### src/rtl/seq_divider.sv
// ---------------------------------------------------------------------------
// seq_divider
//
// Sequential unsigned restoring divider. A start pulse accepted in IDLE
// captures a dividend/divisor pair. One quotient bit is produced per clock
// over WIDTH clocks. Quotient, remainder and a divide-by-zero flag are then
// presented together with a one-cycle done pulse. A zero divisor takes a
// single-cycle shortcut that returns an all-ones quotient and the dividend
// as the remainder.
//
// Ports:
//   clk          rising-edge clock
//   clr          asynchronous active-high reset
//   start        operation request, only looked at while idle
//   dividend     numerator, captured on an accepted start
//   divisor      denominator, captured on an accepted start
//   quotient     registered result, updates only when done asserts
//   remainder    registered result, updates only when done asserts
//   busy         high while an operation is in progress
//   done         one-cycle pulse when results are valid
//   div_by_zero  flag for the last completed operation, updates with done
// ---------------------------------------------------------------------------
module seq_divider #(
    parameter int WIDTH = 16,
    parameter int CNT_W = 5
) (
    input  logic             clk,
    input  logic             clr,
    input  logic             start,
    input  logic [WIDTH-1:0] dividend,
    input  logic [WIDTH-1:0] divisor,
    output logic [WIDTH-1:0] quotient,
    output logic [WIDTH-1:0] remainder,
    output logic             busy,
    output logic             done,
    output logic             div_by_zero
);

    typedef enum logic [1:0] {
        IDLE = 2'd0,
        BUSY = 2'd1,
        ZERO = 2'd2
    } StateT;

    StateT              r_state;
    logic [WIDTH-1:0]   r_shiftQ;
    logic [WIDTH-1:0]   r_divisor;
    logic [WIDTH:0]     r_partRem;
    logic [CNT_W-1:0]   r_iterCnt;

    logic [WIDTH:0]     w_remShift;
    logic [WIDTH:0]     w_trial;
    logic [WIDTH-1:0]   w_qNext;
    logic [WIDTH:0]     w_remNext;
    logic               w_lastIter;

    // One restoring step: bring the next dividend bit into the partial
    // remainder and trial-subtract the divisor. A clear MSB on the trial
    // result means the subtraction fit, so the quotient bit is 1 and the
    // trial value becomes the new partial remainder.
    always_comb begin
        w_remShift = {r_partRem[WIDTH-1:0], r_shiftQ[WIDTH-1]};
        w_trial    = w_remShift - {1'b0, r_divisor};
        w_qNext    = {r_shiftQ[WIDTH-2:0], ~w_trial[WIDTH]};
        w_remNext  = w_trial[WIDTH] ? w_remShift : w_trial;
        w_lastIter = (r_iterCnt == CNT_W'(WIDTH - 1));
    end

    // Control FSM and datapath registers. done is cleared every edge so it
    // can only ever last one cycle. The results are loaded straight from the
    // final step's combinational values so they appear on the same edge as
    // done.
    always_ff @(posedge clk or posedge clr) begin
        if (clr) begin
            r_state     <= IDLE;
            r_shiftQ    <= '0;
            r_divisor   <= '0;
            r_partRem   <= '0;
            r_iterCnt   <= '0;
            quotient    <= '0;
            remainder   <= '0;
            busy        <= 1'b0;
            done        <= 1'b0;
            div_by_zero <= 1'b0;
        end else begin
            done <= 1'b0;
            case (r_state)
                IDLE: begin
                    if (start) begin
                        r_shiftQ <= dividend;
                        busy     <= 1'b1;
                        if (divisor == '0) begin
                            r_state <= ZERO;
                        end else begin
                            r_divisor <= divisor;
                            r_partRem <= '0;
                            r_iterCnt <= '0;
                            r_state   <= BUSY;
                        end
                    end
                end

                BUSY: begin
                    r_shiftQ  <= w_qNext;
                    r_partRem <= w_remNext;
                    r_iterCnt <= r_iterCnt + CNT_W'(1);
                    if (w_lastIter) begin
                        quotient    <= w_qNext;
                        remainder   <= w_remNext[WIDTH-1:0];
                        div_by_zero <= 1'b0;
                        done        <= 1'b1;
                        busy        <= 1'b0;
                        r_state     <= IDLE;
                    end
                end

                ZERO: begin
                    quotient    <= '1;
                    remainder   <= r_shiftQ;
                    div_by_zero <= 1'b1;
                    done        <= 1'b1;
                    busy        <= 1'b0;
                    r_state     <= IDLE;
                end

                default: begin
                    busy    <= 1'b0;
                    r_state <= IDLE;
                end
            endcase
        end
    end

endmodule

### config.mk
export PLATFORM = sky130hd
export DESIGN_NAME = seq_divider
export DESIGN_NICKNAME = d
export VERILOG_FILES = /design/src/rtl/seq_divider.sv
export SDC_FILE = /design/constraint.sdc
export NUM_CORES = 1
export LEC_CHECK = 0
export ABC_AREA = 1
export ABC_CLOCK_PERIOD_IN_PS = 4100
export BUFFER_PORTS_ARGS = -buffer_cell sky130_fd_sc_hd__buf_2
export CORE_MARGIN = 5
export CORE_UTILIZATION = 25
export DETAILED_ROUTE_END_ITERATION = 6
export GPL_TIMING_DRIVEN = 0
export PLACE_DENSITY = 0.49
export SLEW_MARGIN = 40
export SYNTH_ARGS = -nofsm -noshare
export SYNTH_HDL_FRONTEND = slang
export SYNTH_SLANG_ARGS = --single-unit
### constraint.sdc
create_clock -name clk -period 4.1 [get_ports clk]
set_input_delay 0 -clock clk [delete_from_list [all_inputs] [get_ports clk]]
set_output_delay 0 -clock clk [all_outputs]
set_load 0.01 [all_outputs]
==> results of run 1 <==
==> stage by stage <==
step	hold WS [ns]	power [mW]	cell area (um^2)	instances	util [%]
3_5_place_dp	-0.0215	2.73	6060	1097	28.8
6_report	0.0209	3.56	6670	1144	31.7
4_1_cts	0.0265	3.60	6670	1144	31.7
3_3_place_gp	0.278	2.72	6020	1096	28.7
5_1_grt	0.0423	3.88	6670	1144	31.7
2_1_floorplan	0.159	2.28	5330	752	-
==> worst reg2reg max path, stage by stage, from the launching register on <==
cell	delay, ns
dfrtp_1	0.35
inv_1	0.08
ha_1	0.23
fa_1	0.41
inv_1	0.07
nand2_1	0.04
nand2_1	0.11
nand3_2	0.09
nand2_2	0.14
nand2_4	0.08
nand2_2	0.09
nand2_4	0.08
buf_4	0.18
nand3_1	0.10
nand3_1	0.12
nand2_1	0.10
nand2_1	0.05
==> synthesized netlist by cell type <==
cell type / n
nor2_1: 19
buf_4: 2
buf_2: 7
nor3_1: 1
nor3_4: 1
nand2_4: 3
clkbuf_1: 15
nand2_2: 15
or2_1: 1
inv_1: 106
nand4_1: 4
a21oi_2: 1
xnor2_1: 2
nand3_2: 2
a21oi_1: 27
o21ai_1: 1
xor2_1: 6
fa_1: 1
a21boi_0: 1
nor2_2: 1
o22ai_1: 3
dfrtp_1: 90
inv_2: 5
nand3_1: 62
buf_12: 1
buf_1: 2
nand2_1: 280
ha_1: 21
and2_1: 3
o21ai_0: 69
==> cell families (layout without fill, tap and decap cells) <==
logic type | after synthesis | count (layout) | synth area share, %
AO/OA/AOI/OAI | 102 | 102 | 9.76
XOR/XNOR | 8 | 8 | 1.31
adder cells (fa/ha/maj) | 22 | 22 | 5.30
buffers and inverters | 138 | 255 | 10.3
flip-flops | 90 | 90 | 42.2
AND/OR/NAND/NOR | 392 | 392 | 31.1
==> final timing paths <==
check                      cells after the start  slack (ns)                         to                startpoint
hold / removal                                 5        0.02   r_shiftQ[15]$_DFFE_PP0P_              dividend[15]
hold reg to reg                                2        0.47    quotient[3]$_DFFE_PP0P_   quotient[3]$_DFFE_PP0P_
min in group asynchronous                      3        0.14   r_divisor[4]$_DFFE_PP0P_                       clr
setup / recovery                              16        1.65   remainder[6]$_DFFE_PP0P_  r_shiftQ[15]$_DFFE_PP0P_
setup reg to reg                              16        1.65   remainder[6]$_DFFE_PP0P_  r_shiftQ[15]$_DFFE_PP0P_
max in group asynchronous                      4        3.36  r_partRem[14]$_DFFE_PP0P_                       clr
==> placed cells by master, fill, tap and decap left out, types with 2 or more instances in the layout <==
cell and count:
nand2_4 3, clkinvlp_4 2, nand4_1 4, buf_2 76, inv_1 105, clkbuf_1 15
buf_1 2, dlygate4sd3_1 32, ha_1 21, nand3_2 2, nor2_1 19, o22ai_1 3
xnor2_1 2, clkbuf_16 9, nand2_1 280, o21ai_0 69, xor2_1 6, and2_1 3
dfrtp_1 90, inv_2 5, nand3_1 62, nand2_2 15, buf_4 2, a21oi_1 27
==> registers in the layout, indices dropped and copies added (netlist names) <==
register	count
remainder	16
r_state	2
r_shiftQ	16
quotient	16
done	1
busy	1
r_divisor	16
r_partRem	16
r_iterCnt	5
div_by_zero	1
==> power breakdown <==
part	internal (mW)	switching, mW	total (mW)
registers	1.08	0.130	1.21
clock network	0.471	0.358	0.829
logic	0.491	1.03	1.52
==> layout make-up <==
cell class | instances | area (um^2) | area share (%)
clock inverters | 6 | 67.6 | 1.01
plain buffers | 27 | 134 | 2.01
multi-input cells | 524 | 2530 | 37.9
well taps | 275 | 344 | 5.16
repair buffers | 102 | 693 | 10.4
inverters | 111 | 424 | 6.36
clock buffers | 9 | 225 | 3.38
flip-flops and latches | 90 | 2250 | 33.8
==> routing by layer <==
layer  track usage [%]  share of wire (%)
met1              19.1                 48
met2              21.9                 46
met3              2.02                3.0
met4              4.79                2.6
met5                 0                  0
==> results.sh, run 1 <==
export IMPL_status="finished clean"
export IMPL_crit_slowest_cell="fa_1"
export IMPL_antenna_found_initial=0
export IMPL_fillCellCount=2353
export IMPL_diodes=0
export IMPL_hp_class="primary input to register"
export IMPL_syn_avg_cell_area_um2=7.09
export IMPL_end_kind="register"
export IMPL_first_iter_violations=313
export IMPL_clkSinkCount=90
export IMPL_layout_drive_gt1_share_pct=14.3
export IMPL_fp_dieW_um=156
export IMPL_drcViolationCount=0
export IMPL_dr_pass1_iters=4
export IMPL_clockBufferDepth=2
export IMPL_grt_pass1_wl_mm=26.6
export IMPL_syn_nets=809
export IMPL_grt_max_degree=65
export IMPL_crit_path_start_kind="register"
export IMPL_setup_slack_ns=1.65
export IMPL_netlist_instances=752
export IMPL_io_buffers=69
export IMPL_insertion_delay_ns=0.35
export IMPL_first_global_vias=5079
export IMPL_cts_resized_gates=0
export IMPL_maxCapViolations=0
export IMPL_routedWlPerCell_um=14.0
export IMPL_dp_slack_ns=1.62
export IMPL_relSlewSlack_pct=56.4
export IMPL_dp_hpwl_mm=12.4
export IMPL_crit_chain="inv_1 -> ha_1 -> fa_1 -> inv_1 -> nand2_1 -> nand2_1 -> nand3_2 -> nand2_2 -> nand2_4 -> nand2_2 -> nand2_4 -> buf_4 -> nand3_1 -> nand3_1 -> nand2_1 -> nand2_1"
export IMPL_core_um2=21000
export IMPL_min_period_ns=2.45
export IMPL_power_leakage_nw=3.85
export IMPL_routabilityCongestion=0.864
export IMPL_path_buf_inv=3
export IMPL_critPathKind="register to register"
export IMPL_slew_violations=0
export IMPL_cts_root_buf="clkbuf_16"
export IMPL_synth_cell_types=30
export IMPL_synthTopCellsByArea="dfrtp_1 (42%), nand2_1 (20%), inv_1 (7.5%), o21ai_0 (6.5%), nand3_1 (5.8%)"
export IMPL_chipHeight_um=156
export IMPL_critical_path_arrival_ns=2.69
export IMPL_viasPerCell=4.34
export IMPL_synth_area_leader_cell="dfrtp_1"
export IMPL_fin_tns_setup_ns=0
export IMPL_cts_buffers=9
export IMPL_die_area_um2=24400
export IMPL_path_max_fanout=10
export IMPL_worst_pin_slew_ns=0.649
export IMPL_rsz0062_at_grt="false"
export IMPL_hold_viol=0
export IMPL_worstPathRequired_ns=4.33
export IMPL_clk_pin_slew_ns=0.06
export IMPL_gr_total_overflow=0
export IMPL_nets=922
export IMPL_std_cell_rows=53
export IMPL_yosysTopAreaCellShare_pct=42.2
export IMPL_synth_seq_cells=90
export IMPL_hold_buffers=32
export IMPL_cp_common_cell="nand2_1"
export IMPL_yosysWarnings=0
export IMPL_synth_area_um2=5330
export IMPL_syn_to_final_growth_pct=25.1
export IMPL_yosysSeqAreaShare_pct=42.2
export IMPL_h_tree_depth=3
export IMPL_cts_tree="yes"
export IMPL_critical_path_max_stage_delay_ns=0.41
export IMPL_fmax_ghz=0.407
export IMPL_grtUsageTotal_pct=13.8
export IMPL_io_pins=70
export IMPL_fin_crit_sh_pct=59.9
export IMPL_cts_setup_buffers=0
export IMPL_wl_mm=16.1
export IMPL_power_density_nw_per_um2=533
export IMPL_ir_drop_v=0.000237
export IMPL_initial_core_util_pct=25.4
export IMPL_crit_family="simple AND/OR/NAND/NOR gates"
export IMPL_antenna_left=0
export IMPL_vias=4960
export IMPL_fin_skew_ns=0.0112
export IMPL_setup_viol=0
(Power assumes the default switching activity.)
==> run 2, diff against run 1 <==
Settings changed: ABC_AREA 1 to 0, ABC_CLOCK_PERIOD_IN_PS 4100 to 2300.
Clock period 4.1 ns to 2.3 ns, I/O delays scaled along.
==> run 2 against run 1 <==
Against the previous run: the run now ends with negative setup slack left; global-route usage decreased by 0.50 points; sequential share of layout area decreased by 0.95 points; combinational power increased to 4.1 times the previous value; clock power increased by 75%; die area decreased by 6.3%; register-to-register slack got worse by 2.0 ns; cell count decreased by 20%; first-iteration DRC count decreased by 43%; core utilization increased by 3.4 points; non-clock buffer count increased by 21; clock skew decreased by 0.0039 ns; total power increased to 2.9 times the previous value; critical endpoint is now r_partRem[0]$_DFFE_PP0P_.
==> results.sh, run 2 <==
export IMPL_fin_crit_sh_pct=116
export IMPL_crit_family="compound AO/OA/AOI/OAI gates"
export IMPL_antenna_left=0
export IMPL_maxCapViolations=0
export IMPL_rsz0062_at_grt="true"
export IMPL_critPathKind="register to register"
export IMPL_end_kind="register"
export IMPL_netlist_instances=508
export IMPL_diodes=0
export IMPL_dp_slack_ns=-0.796
export IMPL_path_max_fanout=4
export IMPL_crit_slowest_cell="dfrtp_1"
export IMPL_power_leakage_nw=2.78
export IMPL_critical_path_arrival_ns=2.93
export IMPL_yosysMostFrequentCell="dfrtp_1"
export IMPL_clockBufferDepth=2
export IMPL_worst_pin_slew_ns=0.883
export IMPL_synth_area_leader_cell="dfrtp_1"
export IMPL_fmax_ghz=0.375
export IMPL_fin_tns_setup_ns=-9.73
export IMPL_antenna_found_initial=0
export IMPL_timing_rr_start="r_shiftQ[15]$_DFFE_PP0P_"
export IMPL_grt_max_degree=26
export IMPL_io_pins=70
export IMPL_std_cell_rows=51
export IMPL_dp_hpwl_mm=11.1
export IMPL_chipHeight_um=151
export IMPL_r2r_cells=11
export IMPL_relSlewSlack_pct=40.9
export IMPL_layout_drive_gt1_share_pct=27.9
export IMPL_syn_nets=565
export IMPL_synth_area_um2=4980
export IMPL_synth_edff_count=0
export IMPL_async_reset_ff_share_pct=100
export IMPL_io_buffers=69
export IMPL_layout_common_cells="dfrtp_1 (89), buf_2 (70), nand2_1 (67)"
export IMPL_wl_mm=14.6
export IMPL_insertion_delay_ns=0.34
export IMPL_internal_power_mw=5.67
export IMPL_yosysSeqAreaShare_pct=45.2
export IMPL_clkSinkCount=90
export IMPL_holdPathEnd="r_state[1]$_DFFE_PP0P_"
export IMPL_setup_slack_ns=-0.367
export IMPL_min_path_cells=4
export IMPL_initial_core_util_pct=25.5
export IMPL_comb_power_share_pct=61.2
export IMPL_syn_to_final_growth_pct=38.0
export IMPL_status="finished with violations"
export IMPL_r2r_slack_ns=-0.37
export IMPL_worstPathRequired_ns=2.56
export IMPL_synthTopCellsByCount="dfrtp_1 (90), nand2_1 (68), o21ai_0 (64)"
export IMPL_fin_skew_ns=0.00732
export IMPL_path_buf_inv=2
export IMPL_drcViolationCount=0
export IMPL_routabilityCongestion=0.787
export IMPL_critical_path_max_stage_delay_ns=0.38
export IMPL_ir_drop_v=0.000585
export IMPL_clkPwrFrac_pct=14.1
export IMPL_p_seq_share_pct=24.7
export IMPL_failed_checks="negative setup slack"
export IMPL_grtUsageTotal_pct=13.3
export IMPL_cts_buffers=9
export IMPL_hold_viol=0
export IMPL_vias=4247
export IMPL_switching_share_pct=44.5
export IMPL_yosysWarnings=0
export IMPL_h_tree_depth=3
export IMPL_setup_viol=34
export IMPL_dr_pass1_iters=5
export IMPL_crit_path_start_kind="register"
export IMPL_grt_pass1_wl_mm=23.8
export IMPL_synth_cell_types=61
export IMPL_dp_cells=845
export IMPL_layout_cells_non_filler=913
export IMPL_p_sw_mw=4.55
export IMPL_nets=700
export IMPL_min_period_ns=2.67
export IMPL_first_global_vias=4420
export IMPL_clk_pin_slew_ns=0.07
export IMPL_r2r_end="r_partRem[0]$_DFFE_PP0P_"
export IMPL_viasPerCell=4.65
export IMPL_dpl_cell_area_um2=5750
export IMPL_syn_avg_cell_area_um2=9.80
export IMPL_yosysTopAreaCellShare_pct=45.2
export IMPL_power_density_nw_per_um2=1490
export IMPL_die_area_um2=22800
export IMPL_slew_violations=0
export IMPL_cts_root_buf="clkbuf_16"
export IMPL_synth_seq_cells=90
export IMPL_ys_flop_type="dfrtp_1"
export IMPL_postLayoutCellArea_um2=6870
export IMPL_hold_start="divisor[15]"
export IMPL_core_um2=19500
export IMPL_first_iter_violations=177
export IMPL_synthTopCellsByArea="dfrtp_1 (45%), o21ai_0 (6.4%), mux2i_1 (6.0%), ha_1 (5.3%), nand2_1 (5.1%)"
export IMPL_hp_class="primary input to register"
export IMPL_crit_chain="inv_2 -> ha_4 -> fa_2 -> nand2b_4 -> a21oi_4 -> o22ai_4 -> o21ai_4 -> xor2_4 -> buf_6 -> mux2_4 -> o31ai_4"
export IMPL_cts_tree="yes"
export IMPL_layout_commonest_cell="dfrtp_1"
export IMPL_gr_total_overflow=0
export IMPL_fp_dieW_um=151
export IMPL_routedWlPerCell_um=16.0
run 2: cell types whose count changed after synthesis, moves of 6 or more:
cell and delta:
a21oi_1 +9, buf_2 -6, inv_1 -83, mux2i_1 +30, nand2_1 -212, nand2_2 -15
nand2b_1 +6, nand3_1 -55, nand3b_1 +9, o22a_1 +21
run 2: per-stage QoR:
| stage | utilization, % | power (mW) | hold WS, ns |
|---|---|---|---|
| after floorplan | - | 6.04 | 0.117 |
| after global placement | 29.1 | 7.22 | 0.230 |
| after detailed placement | 29.5 | 7.32 | 0.0451 |
| after CTS | 34.1 | 9.79 | 0.141 |
| after global routing | 35.2 | 11.0 | 0.170 |
| final | 35.2 | 10.2 | 0.144 |
run 2: how the worst max path moves through the flow:
| stage | slack (ns) | startpoint | cells after the start | endpoint |
|---|---|---|---|---|
| after floorplan | -0.25 | r_shiftQ[15]$_DFFE_PP0P_ | 11 | remainder[11]$_DFFE_PP0P_ |
| after global placement | -0.78 | r_partRem[8]$_DFFE_PP0P_ | 9 | remainder[11]$_DFFE_PP0P_ |
| after detailed placement | -0.80 | r_partRem[8]$_DFFE_PP0P_ | 9 | remainder[7]$_DFFE_PP0P_ |
| after CTS | -0.33 | r_shiftQ[15]$_DFFE_PP0P_ | 11 | r_partRem[0]$_DFFE_PP0P_ |
| after global routing | -0.46 | r_shiftQ[15]$_DFFE_PP0P_ | 11 | r_partRem[0]$_DFFE_PP0P_ |
| final | -0.37 | r_shiftQ[15]$_DFFE_PP0P_ | 11 | r_partRem[0]$_DFFE_PP0P_ |
run 2: kinds of logic after synthesis:
kind of cell,count (synthesis),share of synthesized area (%)
compound gates,167,22.4
xor+xnor,13,2.66
fa+ha+maj,22,5.68
buf+inv,49,4.25
flops,90,45.2
mux,34,7.09
simple gates,133,12.7
run 2: repair_timing:
| action | 4_1_cts | 5_1_grt |
|---|---|---|
| pin swaps | 8 | 7 |
| setup buffers | 12 | 7 |
| setup endpoints to repair | 46 | 54 |
| resized for setup | 41 | 40 |
| hold buffers | 34 | 0 |
| hold endpoints to repair | 52 | 0 |
run 2: layout make-up:
cell class / count / area, um^2
fill: 2012 / 12700
multi-input combinational: 369 / 2840
sequential: 90 / 2250
timing repair buffer: 125 / 931
tap: 265 / 332
clock buffer: 11 / 243
buffer: 25 / 138
inverter: 23 / 90.1
clock inverter: 5 / 43.8
run 2: tightest hold or removal path: stages:
cell	delay (ns)
buf_2	0.09
nor4_1	0.07
nand4_1	0.17
o21ai_0	0.11
run 2: power by group through the flow:
stage	clock network (mW)	registers [mW]	logic (mW)
final	1.45	2.52	6.25
after global routing	1.55	2.59	6.84
after CTS	1.49	2.50	5.80
after detailed placement	0	2.50	4.82
after global placement	0	2.49	4.73
after floorplan	0	2.38	3.66
run 2: layer usage:
metal / track usage [%] / vias up / wire, um
li1: - / 2088 / -
met1: 19.0 / 2046 / 7240
met2: 20.5 / 102 / 6540
met3: 2.99 / 11 / 728
met4: 2.81 / 0 / 134
met5: 0 / - / 0
==> run 3, diff against run 2 <==
Settings changed: ABC_CLOCK_PERIOD_IN_PS 2300 to 2400, CORE_UTILIZATION 25 to 40, PLACE_DENSITY 0.49 to 0.69.
Clock period 2.3 ns to 2.4 ns, I/O delays scaled along.
==> run 3 against run 2 <==
Against the previous run: the flow still finishes with violations (negative setup slack); clock-buffer cell count is the same; clock power shrank 3%; sequential share of layout area grew 0.86 points; register-to-register slack improved by 0.12 ns; worst setup slack gained 0.12 ns.
==> results.sh, run 3 (synthesis results as in run 2) <==
export IMPL_status="finished with violations"
export IMPL_failed_checks="negative setup slack"
export IMPL_ir_drop_v=0.000633
export IMPL_dr_pass1_iters=4
export IMPL_chipHeight_um=122
export IMPL_first_global_vias=4539
export IMPL_maxCapViolations=0
export IMPL_totalPowerFinal_mw=9.83
export IMPL_vias=4336
export IMPL_multi_input_area_um2=2840
export IMPL_critPathKind="register to register"
export IMPL_routedWlPerCell_um=17.1
export IMPL_routabilityCongestion=0.810
export IMPL_clkSinkCount=90
export IMPL_seq_area_um2=2260
export IMPL_layout_commonest_cell="dfrtp_1"
export IMPL_min_period_ns=2.65
export IMPL_path_max_fanout=4
export IMPL_cts_root_buf="clkbuf_16"
export IMPL_dp_hpwl_mm=9.82
export IMPL_hold_viol=0
export IMPL_setup_viol=34
export IMPL_crit_path_start_kind="register"
export IMPL_diodes=0
export IMPL_dpl_cell_area_um2=5590
export IMPL_slew_violations=0
export IMPL_grtUsageTotal_pct=19.6
export IMPL_setup_slack_ns=-0.248
export IMPL_initial_core_util_pct=41.1
export IMPL_fmax_ghz=0.378
export IMPL_layout_common_cells="dfrtp_1 (87), buf_2 (70), nand2_1 (68)"
export IMPL_end_kind="register"
export IMPL_gr_total_overflow=0
export IMPL_cts_buffers=9
export IMPL_wl_mm=14.0
export IMPL_fillCellCount=1033
export IMPL_core_um2=12100
export IMPL_layout_drive_gt1_share_pct=27.7
export IMPL_clk_pin_slew_ns=0.07
export IMPL_power_density_nw_per_um2=1470
export IMPL_viasPerCell=5.33
export IMPL_first_iter_violations=147
export IMPL_fp_dieW_um=122
export IMPL_clockBufferDepth=2
export IMPL_drcViolationCount=0
export IMPL_std_cell_rows=40
export IMPL_power_leakage_nw=2.74
export IMPL_syn_to_final_growth_pct=34.6
export IMPL_grt_max_degree=49
export IMPL_die_area_um2=14800
export IMPL_io_pins=70
export IMPL_hp_class="primary input to register"
export IMPL_fin_skew_ns=0.0134
export IMPL_io_buffers=69
export IMPL_antenna_found_initial=0
export IMPL_postLayoutCellArea_um2=6700
export IMPL_nets=699
export IMPL_relSlewSlack_pct=54.3
export IMPL_h_tree_depth=3
export IMPL_cts_tree="yes"
export IMPL_worstPathRequired_ns=2.66
export IMPL_antenna_left=0
export IMPL_insertion_delay_ns=0.34
export IMPL_critical_path_arrival_ns=2.90
export IMPL_grt_pass1_wl_mm=23.0
export IMPL_rsz0062_at_grt="true"
export IMPL_fin_crit_sh_pct=110
export IMPL_worst_pin_slew_ns=0.685
-- run 3: path summary, 6_finish.rpt --
kind                       slack (ns)                       end  cells past startpoint                      from
setup / recovery                -0.25  r_partRem[0]$_DFFE_PP0P_                     11  r_shiftQ[15]$_DFFE_PP0P_
hold / removal                   0.12    r_state[1]$_DFFE_PP0P_                      4                divisor[8]
setup reg to reg                -0.25  r_partRem[0]$_DFFE_PP0P_                     11  r_shiftQ[15]$_DFFE_PP0P_
hold reg to reg                  0.50  remainder[8]$_DFFE_PP0P_                      2  remainder[8]$_DFFE_PP0P_
max in group asynchronous        1.59  r_partRem[4]$_DFFE_PP0P_                      4                       clr
min in group asynchronous        0.22   quotient[2]$_DFFE_PP0P_                      3                       clr
-- run 3: layout make-up --
class                           instances  area share (%)
Buffer                                 24            1.87
Clock buffer                           11            3.47
Clock inverter                          4           0.765
Inverter                               23            1.36
Multi-Input combinational cell        369            42.3
Sequential cell                        90            33.7
Tap cell                              168            3.14
Timing Repair Buffer                  125            13.4
-- run 3: worst max-delay path, cell delays in order, from the launching register on --
cell	delay, ns
dfrtp_1	0.36
inv_2	0.09
ha_4	0.17
fa_2	0.34
nand2b_4	0.17
a21oi_4	0.21
o22ai_4	0.10
o21ai_4	0.21
xor2_4	0.26
buf_6	0.17
mux2_4	0.33
o31ai_4	0.16
-- run 3: layer usage --
layer	part of all wire (%)	GRT usage [%]	routed length, um	vias to the layer above
met2	49	33.0	6830	124
li1	-	-	-	2087
met5	0	0	0	-
met4	1.4	5.32	193	0
met3	6.4	4.92	899	12
met1	43	25.3	6030	2113
-- run 3: report_power, final --
group / internal, mW / switching, mW / total (mW)
clock: 0.805 / 0.591 / 1.40
sequential: 1.98 / 0.413 / 2.40
combinational: 2.73 / 3.31 / 6.03
-- run 3: per-stage QoR --
| stage | std cells | setup TNS, ns | hold WS (ns) | setup WS [ns] | util [%] |
|---|---|---|---|---|---|
| after detailed placement | 746 | -17.70 | 0.0564 | -0.669 | 46.2 |
| after CTS | 808 | -5.21 | 0.118 | -0.216 | 53.7 |
| after floorplan | 508 | -2.38 | 0.117 | -0.154 | - |
| after global routing | 814 | -9.31 | 0.145 | -0.332 | 55.3 |
| final | 814 | -6.07 | 0.117 | -0.248 | 55.3 |
| after global placement | 745 | -98.28 | 0.218 | -0.918 | 45.9 |
-- run 3: what timing repair did --
item / 4_1_cts / 5_1_grt
pin swaps: 10 / 12
endpoints found under the setup margin: 37 / 42
hold buffers: 34 / 0
endpoints found under the hold margin: 80 / 0
buffers inserted: 15 / 6
gates cloned: 0 / 0
gates resized for setup: 39 / 38
